**src/rtl/sysarr_host_ctrl.sv**
```systemverilog
// Host-side byte-stream driver/collector for the 3x3 systolic array.
// Optional: define SYSARR_HOST_CSUM_EN to append an XOR checksum byte to each result.
module sysarr_host_ctrl #(
  parameter int unsigned TIMEOUT_CYCLES = 32,
  parameter int unsigned TO_W           = 6
) (
  input  logic        clk,
  input  logic        rst,
  input  logic [7:0]  in_data,
  input  logic        in_valid,
  output logic        in_ready,
  output logic [7:0]  out_data,
  output logic        out_valid,
  input  logic        out_ready,
  output logic [71:0] arr_a,
  output logic [71:0] arr_b,
  output logic        arr_start,
  input  logic        arr_valid,
  input  logic [71:0] arr_c,
  output logic        busy,
  output logic        err
);

  typedef enum logic [1:0] {S_LOAD, S_ARM, S_WAIT, S_DRAIN} state_t;

`ifdef SYSARR_HOST_CSUM_EN
  localparam logic [3:0] LAST_IDX = 4'd9;
`else
  localparam logic [3:0] LAST_IDX = 4'd8;
`endif

  state_t          state_q, state_d;
  logic [4:0]      cnt_q, cnt_d;
  logic [71:0]     a_q, a_d, b_q, b_d, res_q, res_d;
  logic [TO_W-1:0] to_q, to_d;
  logic [3:0]      idx_q, idx_d;
  logic [7:0]      out_data_q, out_data_d;
  logic            out_valid_q, out_valid_d;
  logic            arr_start_q, arr_start_d;
  logic            err_q, err_d;
  logic            in_ready_q, in_ready_d;
  logic            accept;

  function automatic logic [7:0] res_byte(input logic [71:0] r, input logic [3:0] idx);
    logic [7:0] b;
    b = '0;
    for (int unsigned k = 0; k < 9; k++)
      if (idx == 4'(k)) b = r[8*k +: 8];
`ifdef SYSARR_HOST_CSUM_EN
    if (idx == 4'd9) begin
      b = '0;
      for (int unsigned k = 0; k < 9; k++) b = b ^ r[8*k +: 8];
    end
`endif
    return b;
  endfunction

  assign accept = in_valid && in_ready_q;

  always_comb begin
    state_d     = state_q;
    cnt_d       = cnt_q;
    a_d         = a_q;
    b_d         = b_q;
    res_d       = res_q;
    to_d        = to_q;
    idx_d       = idx_q;
    out_data_d  = out_data_q;
    out_valid_d = out_valid_q;
    arr_start_d = arr_start_q;
    err_d       = err_q;

    case (state_q)
      S_LOAD: begin
        if (accept) begin
          for (int unsigned k = 0; k < 9; k++) begin
            if (cnt_q == 5'(k))     a_d[8*k +: 8] = in_data;
            if (cnt_q == 5'(k + 9)) b_d[8*k +: 8] = in_data;
          end
          if (cnt_q == 5'd0) err_d = 1'b0;
          if (cnt_q == 5'd17) begin
            cnt_d   = '0;
            state_d = S_ARM;
          end else begin
            cnt_d = cnt_q + 5'd1;
          end
        end
      end
      S_ARM: begin
        // Hold off until the array has released the previous result.
        if (!arr_valid) begin
          arr_start_d = 1'b1;
          to_d        = '0;
          state_d     = S_WAIT;
        end
      end
      S_WAIT: begin
        // A result arriving on the expiry cycle still counts as success.
        if (arr_valid) begin
          res_d       = arr_c;
          arr_start_d = 1'b0;
          idx_d       = '0;
          state_d     = S_DRAIN;
        end else begin
          to_d = to_q + TO_W'(1);
          if (to_d == TO_W'(TIMEOUT_CYCLES)) begin
            err_d       = 1'b1;
            arr_start_d = 1'b0;
            cnt_d       = '0;
            state_d     = S_LOAD;
          end
        end
      end
      S_DRAIN: begin
        if (!out_valid_q) begin
          out_valid_d = 1'b1;
          out_data_d  = res_byte(res_q, idx_q);
        end else if (out_ready) begin
          if (idx_q == LAST_IDX) begin
            out_valid_d = 1'b0;
            cnt_d       = '0;
            state_d     = S_LOAD;
          end else begin
            idx_d      = idx_q + 4'd1;
            out_data_d = res_byte(res_q, idx_q + 4'd1);
          end
        end
      end
      default: state_d = S_LOAD;
    endcase

    in_ready_d = (state_d == S_LOAD);
  end

  always_ff @(posedge clk or posedge rst) begin
    if (rst) begin
      state_q     <= S_LOAD;
      cnt_q       <= '0;
      a_q         <= '0;
      b_q         <= '0;
      res_q       <= '0;
      to_q        <= '0;
      idx_q       <= '0;
      out_data_q  <= '0;
      out_valid_q <= 1'b0;
      arr_start_q <= 1'b0;
      err_q       <= 1'b0;
      in_ready_q  <= 1'b0;
    end else begin
      state_q     <= state_d;
      cnt_q       <= cnt_d;
      a_q         <= a_d;
      b_q         <= b_d;
      res_q       <= res_d;
      to_q        <= to_d;
      idx_q       <= idx_d;
      out_data_q  <= out_data_d;
      out_valid_q <= out_valid_d;
      arr_start_q <= arr_start_d;
      err_q       <= err_d;
      in_ready_q  <= in_ready_d;
    end
  end

  assign in_ready  = in_ready_q;
  assign out_data  = out_data_q;
  assign out_valid = out_valid_q;
  assign arr_a     = a_q;
  assign arr_b     = b_q;
  assign arr_start = arr_start_q;
  assign err       = err_q;
  assign busy      = !((state_q == S_LOAD) && (cnt_q == 5'd0));

endmodule

```
**config.mk**
```make
export PLATFORM = sky130hd
export DESIGN_NAME = sysarr_host_ctrl
export DESIGN_NICKNAME = d
export VERILOG_FILES = /design/src/rtl/sysarr_host_ctrl.sv
export SDC_FILE = /design/constraint.sdc
export NUM_CORES = 1
export LEC_CHECK = 0
export BUFFER_PORTS_ARGS = -buffer_cell sky130_fd_sc_hd__buf_2
export CORE_AREA = 8 8 182 184
export DETAILED_ROUTE_END_ITERATION = 10
export DIE_AREA = 0 0 190 192
export SYNTH_ARGS = -nofsm -noshare
export SYNTH_HDL_FRONTEND = slang
export SYNTH_SLANG_ARGS = --single-unit
```
**constraint.sdc**
```tcl
create_clock -name clk -period 9.2 [get_ports clk]
set_input_delay 0.92 -clock clk [delete_from_list [all_inputs] [get_ports clk]]
set_output_delay 0.92 -clock clk [all_outputs]
set_load 0.005 [all_outputs]
```
* Word level (Yosys, flattened, before mapping)
Index checks and enable logic that the tools add are counted.
** Word-level totals
- Register bits :: 245
- Input port bits :: 85
- Output and inout port bits :: 157
- Logic and storage cells :: 176
** Cells by class
- Add/sub/neg operators :: 3
- Eq/ne operators :: 50
- Muxes and demuxes :: 58
- Reduce and logical (&&, ||, !) cells :: 37
** Operators by type and width (number)
- 8-bit 2-to-1 mux :: 21
- 3-bit AND reduction :: 21
- 5-bit by 4-bit equality test with 1-bit output, second input constant :: 8
- 5-bit 2-to-1 mux :: 7
- 4-bit by 3-bit equality test with 1-bit output, second input constant :: 8
- 2-bit != test, second input constant :: 11
- 5-bit by 3-bit equality test with 1-bit output, second input constant :: 4
- 4-bit by 2-bit equality test with 1-bit output, second input constant :: 4
- 2-bit 2-to-1 mux :: 8
- 4-bit 2-to-1 mux :: 4
- 5-bit one-hot mux with 3 select lines :: 1
- 6-bit 2-to-1 mux :: 2
- 6-bit one-hot mux with 2 select lines :: 1
- 5-bit by 2-bit equality test with 1-bit output, second input constant :: 2
- 5-bit equality test, second input constant :: 2
- 1-bit 2-to-1 mux :: 10
- 5-bit AND reduction :: 2
- 4-bit by 1-bit equality test with 1-bit output, second input constant :: 2
- 4-bit equality test, second input constant :: 2
- 4-bit logical NOT :: 2
- 2-bit one-hot mux with 4 select lines :: 1
- 4-bit one-hot mux with 2 select lines :: 1
- 7-bit AND reduction :: 1
- 6-bit by 1-bit adder with 6-bit output, second input constant :: 1
- 16 further kinds :: 22

* Depth between registers and ports, before layout
- Depth in word-level cells :: 14
- Gate-level depth with buffers :: 11
- Depth with buffers taken out :: 8

* Least setup slack after synthesis
OpenSTA, ideal clock, no wires.
- Path type :: input -> register
- Start point :: input port arr_valid
- End point :: register res_q[1]
- Library setup time :: 127 ps
- Data arrival time :: 2030 ps
- Setup slack :: 7042 ps
- Stages on the path :: 6
- Buffers on the path :: 3
- Cells stage by stage :: inv_1 > or3_1 > buf_2 > buf_2 > buf_4 > mux2_1
** Between the ends
- Word-level cells in the longest chain between the ends :: 1
** Ends and longest elaborated chain
- start, declared :: line 18 : input logic arr_valid,
- 2-bit AND reduction (no line)
- end signal, assigned :: line 154 : res_q <= res_d;
- end, declared :: line 34 : logic [71:0] a_q, a_d, b_q, b_d, res_q, res_d;
Every way passes these cells.
A chain may end at the register's enable or synchronous reset.

* Worst setup path in the final report
- Start point :: register idx_q[0]
- End point :: register out_data_q[0], in the netlist out_data[0]
** Between the ends
- Word-level cells in the longest chain between the ends :: 14
- Elaborated cells between the ends (all ways) :: 42
- Classes of those cells :: add/sub (1); eq/ne (17); mux (21); reduce/logical (3)
** Ends and longest elaborated chain
- start, declared :: line 36 : logic [3:0] idx_q, idx_d;
- start signal, assigned :: line 156 : idx_q <= idx_d;
- 4-bit by 1-bit adder with 4-bit output :: line 125 : out_data_d = res_byte(res_q, idx_q + 4'd1);
- 4-bit logical NOT :: line 48 : if (idx == 4'(k)) b = r[8*k +: 8];
- 8-bit 2-to-1 mux (9 in a row) :: line 48
- 8-bit 2-to-1 mux :: line 119 : if (idx_q == LAST_IDX) begin
- 8-bit 2-to-1 mux :: line 118 : end else if (out_ready) begin
- 8-bit 2-to-1 mux :: line 115 : if (!out_valid_q) begin
- end signal, assigned :: line 157 : out_data_q <= out_data_d;
- end, declared :: line 37 : logic [7:0] out_data_q, out_data_d;
Parallel ways exist; a longest one is shown, timed or not. The select of a mux whose other input is x is not followed.

==> results.md <==
* Status: finished, final reports clean
* Vias at 8359
* Cts hold-fix bufs at 0
* Power per cell area at 275 mW/mm2
* Total track usage at 0.180
* Fillers at 2822
* Startpoint types: flip-flop
* WL final at 33300 um
* Antenna Violating Nets Remaining at 0
* Clock latency on the worst-skew pair at 0.57 ns
* Most instantiated library cell after synthesis: dfrtp_1
* Leading area contributor after synthesis: dfrtp_1
* Wirelength per Cell at 21.3 um
* Lkg Pwr at 6.94 nW
* Crit end category: flip-flop
* Layout cell share with drive strength beyond 1 at 0.451
* Max-slew headroom at 0.312
* Final setup fails at 0
* Least-Margin Pin Slew at 1.03 ns
* Yosys cell types at 61
* Post-Synthesis Cells at 937
* Hold crit path type: reg2reg
* Resized Gates After CTS at 0
* Syn Std Cell Area at 0.0114 mm2
* Area grow syn2layout at 20.8%
* Vias in the first global route at 8835
* Post-CTS Setup Inserts at 0
* Ports at 242
* DRT iter0 DRCs at 548
* Syn nets at 1034
* Fin crit share at 0.345
* Crit path DAT at 3.58 ns
* Synth top area cells: dfrtp_1, mux2_2, a21oi_1
* Fin nets at 1245
* Drc violations at 0
* ANT cells at 0
* Htree depth at 1
* WP data required at 9.60 ns
* RSZ-0062 raised after global routing: false
* Final Skew at 0.0408 ns
* CTS tree: done
* Core area at 0.0302 mm2
* Clk sinks at 245
* Area of the multi-input gates at 0.00487 mm2
* Worst-path clk slew at 0.06 ns
* Primary FF master, synth: dfrtp_1
* MaxCap Viol Count at 0
* Initial DRT Pass Iterations at 5
* Port Buf Inserts at 241
* PnR Total Power at 3.77 mW
* Post-synth EDFFs at 0
* Die Height at 192 um
* First-pass GRT wire length at 52400 um
* Post-synthesis sequential area ratio at 0.540
* HPWL Detailed at 23600 um
* Syn. warnings at 0
* Max clock buf depth at 3
* Root buf cell: clkbuf_16
* Critical path class: reg2reg
* Post-synth top cells: dfrtp_1, mux2_2, nand2_1
* Die area at 0.0365 mm2
* Row Count at 64
* Synth Area per Inst at 12.1 um2
* Async set-reset flop share out of synthesis at 1.00
* Starting Density at 0.376
* Period minus WS final at 3.18 ns
* Fin. Hold Viols at 0
* Total CTS buffers at 28
* Pins Over Slew Limit at 0
* Pin count of the biggest net entering global routing at 125
* Setup TNS at 0 ns
* Area share of the leading cell type in the synthesized netlist at 0.540
* Routed vias/inst at 5.35
* Die width at 190 um
* FF+latch area at 0.00613 mm2
* Initial antenna violation count at 0
* Yosys reg bits at 245
* Peak VDD IR at 0.000143 V
* Critical path peak fanout at 26
* Gr ovfl total at 0
* GPL Wtd Cong at 0.869
* F_max at 315 MHz
==> flip-flops by register name, summed over array words and instances, names as in the netlist <==
signal,cells
arr_a,72
in_ready,1
to_q,6
res_q,72
out_valid,1
arr_start,1
cnt_q,5
err,1
idx_q,4
out_data,8
state_q,2
arr_b,72
==> power breakdown <==
group	total [mW]	internal [mW]	leakage (nW)	switching (mW)
registers	1.54	1.29	3.21	0.251
logic	1.14	0.488	3.29	0.652
clock network	1.10	0.638	0.437	0.458
total	3.77	2.41	6.94	1.36
==> path summary, 6_finish.rpt <==
kind                       startpoint          end  slack [ns]  cells after the start
min                         arr_a[42]    arr_a[42]        0.50                      1
max reg2reg                  idx_q[0]  out_data[0]        6.02                      7
min in group asynchronous         rst    arr_b[13]        0.54                      2
min reg2reg                 arr_a[42]    arr_a[42]        0.50                      1
max in group asynchronous         rst  out_data[7]        7.24                      3
max                          idx_q[0]  out_data[0]        6.02                      7
==> layout make-up <==
class                           count  area share
Tap cell                          396      0.0361
Clock inverter                      9     0.00803
Timing Repair Buffer              245      0.0902
Sequential cell                   245       0.447
Multi-Input combinational cell    612       0.355
Inverter                           16     0.00493
Clock buffer                       40      0.0588
==> per-stage QoR <==
step | setup WS, ns | area [um2] | hold WS (ns) | utilization | cells
after global routing | 5.78 | 13700 | 0.516 | 0.454 | 1563
after floorplan | 1.55 | 11400 | 0.476 | - | 937
after CTS | 6.08 | 13700 | 0.499 | 0.454 | 1563
final | 6.02 | 13700 | 0.499 | 0.454 | 1563
after detailed placement | 6.12 | 12800 | 0.483 | 0.424 | 1514
after global placement | 6.13 | 12800 | 0.470 | 0.424 | 1514
==> logic make-up after synthesis <==
group / count (synthesis) / share of synthesized area
flip-flops: 245 / 0.540
multiplexers: 220 / 0.218
adder cells (fa/ha/maj): 12 / 0.0132
AND/OR/NAND/NOR: 182 / 0.0816
buffers and inverters: 80 / 0.0318
AO/OA/AOI/OAI: 198 / 0.115
==> worst max-delay path, stage by stage (launching register included) <==
cell and delay, ns:
dfrtp_1 0.55, ha_1 0.91, nor2_1 0.14, o21bai_1 0.21, a31o_1 0.45, a22o_1 0.32
o41ai_1 0.35, a21oi_1 0.11
==> layout by cell type (no fill, tap or decap), types with 4 or more instances in the layout <==
master	Yosys	final
buf_4	4	4
buf_2	19	241
and2_1	10	10
and3_1	4	4
inv_1	14	13
nand3_1	27	27
nand4_1	5	5
a221oi_2	5	5
nor3_1	5	5
o31ai_1	4	4
o221ai_1	5	5
clkbuf_16	0	28
clkbuf_1	37	6
o21ai_0	47	47
o22a_1	5	5
a22oi_1	7	7
o211a_1	5	5
a211oi_1	5	5
a32oi_1	6	6
o22ai_1	10	10
ha_1	12	12
nor2_1	32	32
a41oi_1	4	4
nand2b_1	8	8
a21oi_1	56	56
nor2b_1	12	12
a221oi_1	7	7
dfrtp_1	245	245
a31oi_1	16	16
nand2_2	4	4
clkbuf_8	0	6
mux2_2	213	213
nand2_1	58	58
==> routing by layer <==
layer,vias up,GRT usage,wire length [um]
met5,-,0,0
met4,0,0.0418,658
met3,44,0.0686,3200
met2,287,0.284,15100
met1,4204,0.232,14300
li1,3824,-,-
Power figures use the tool's default switching activity.
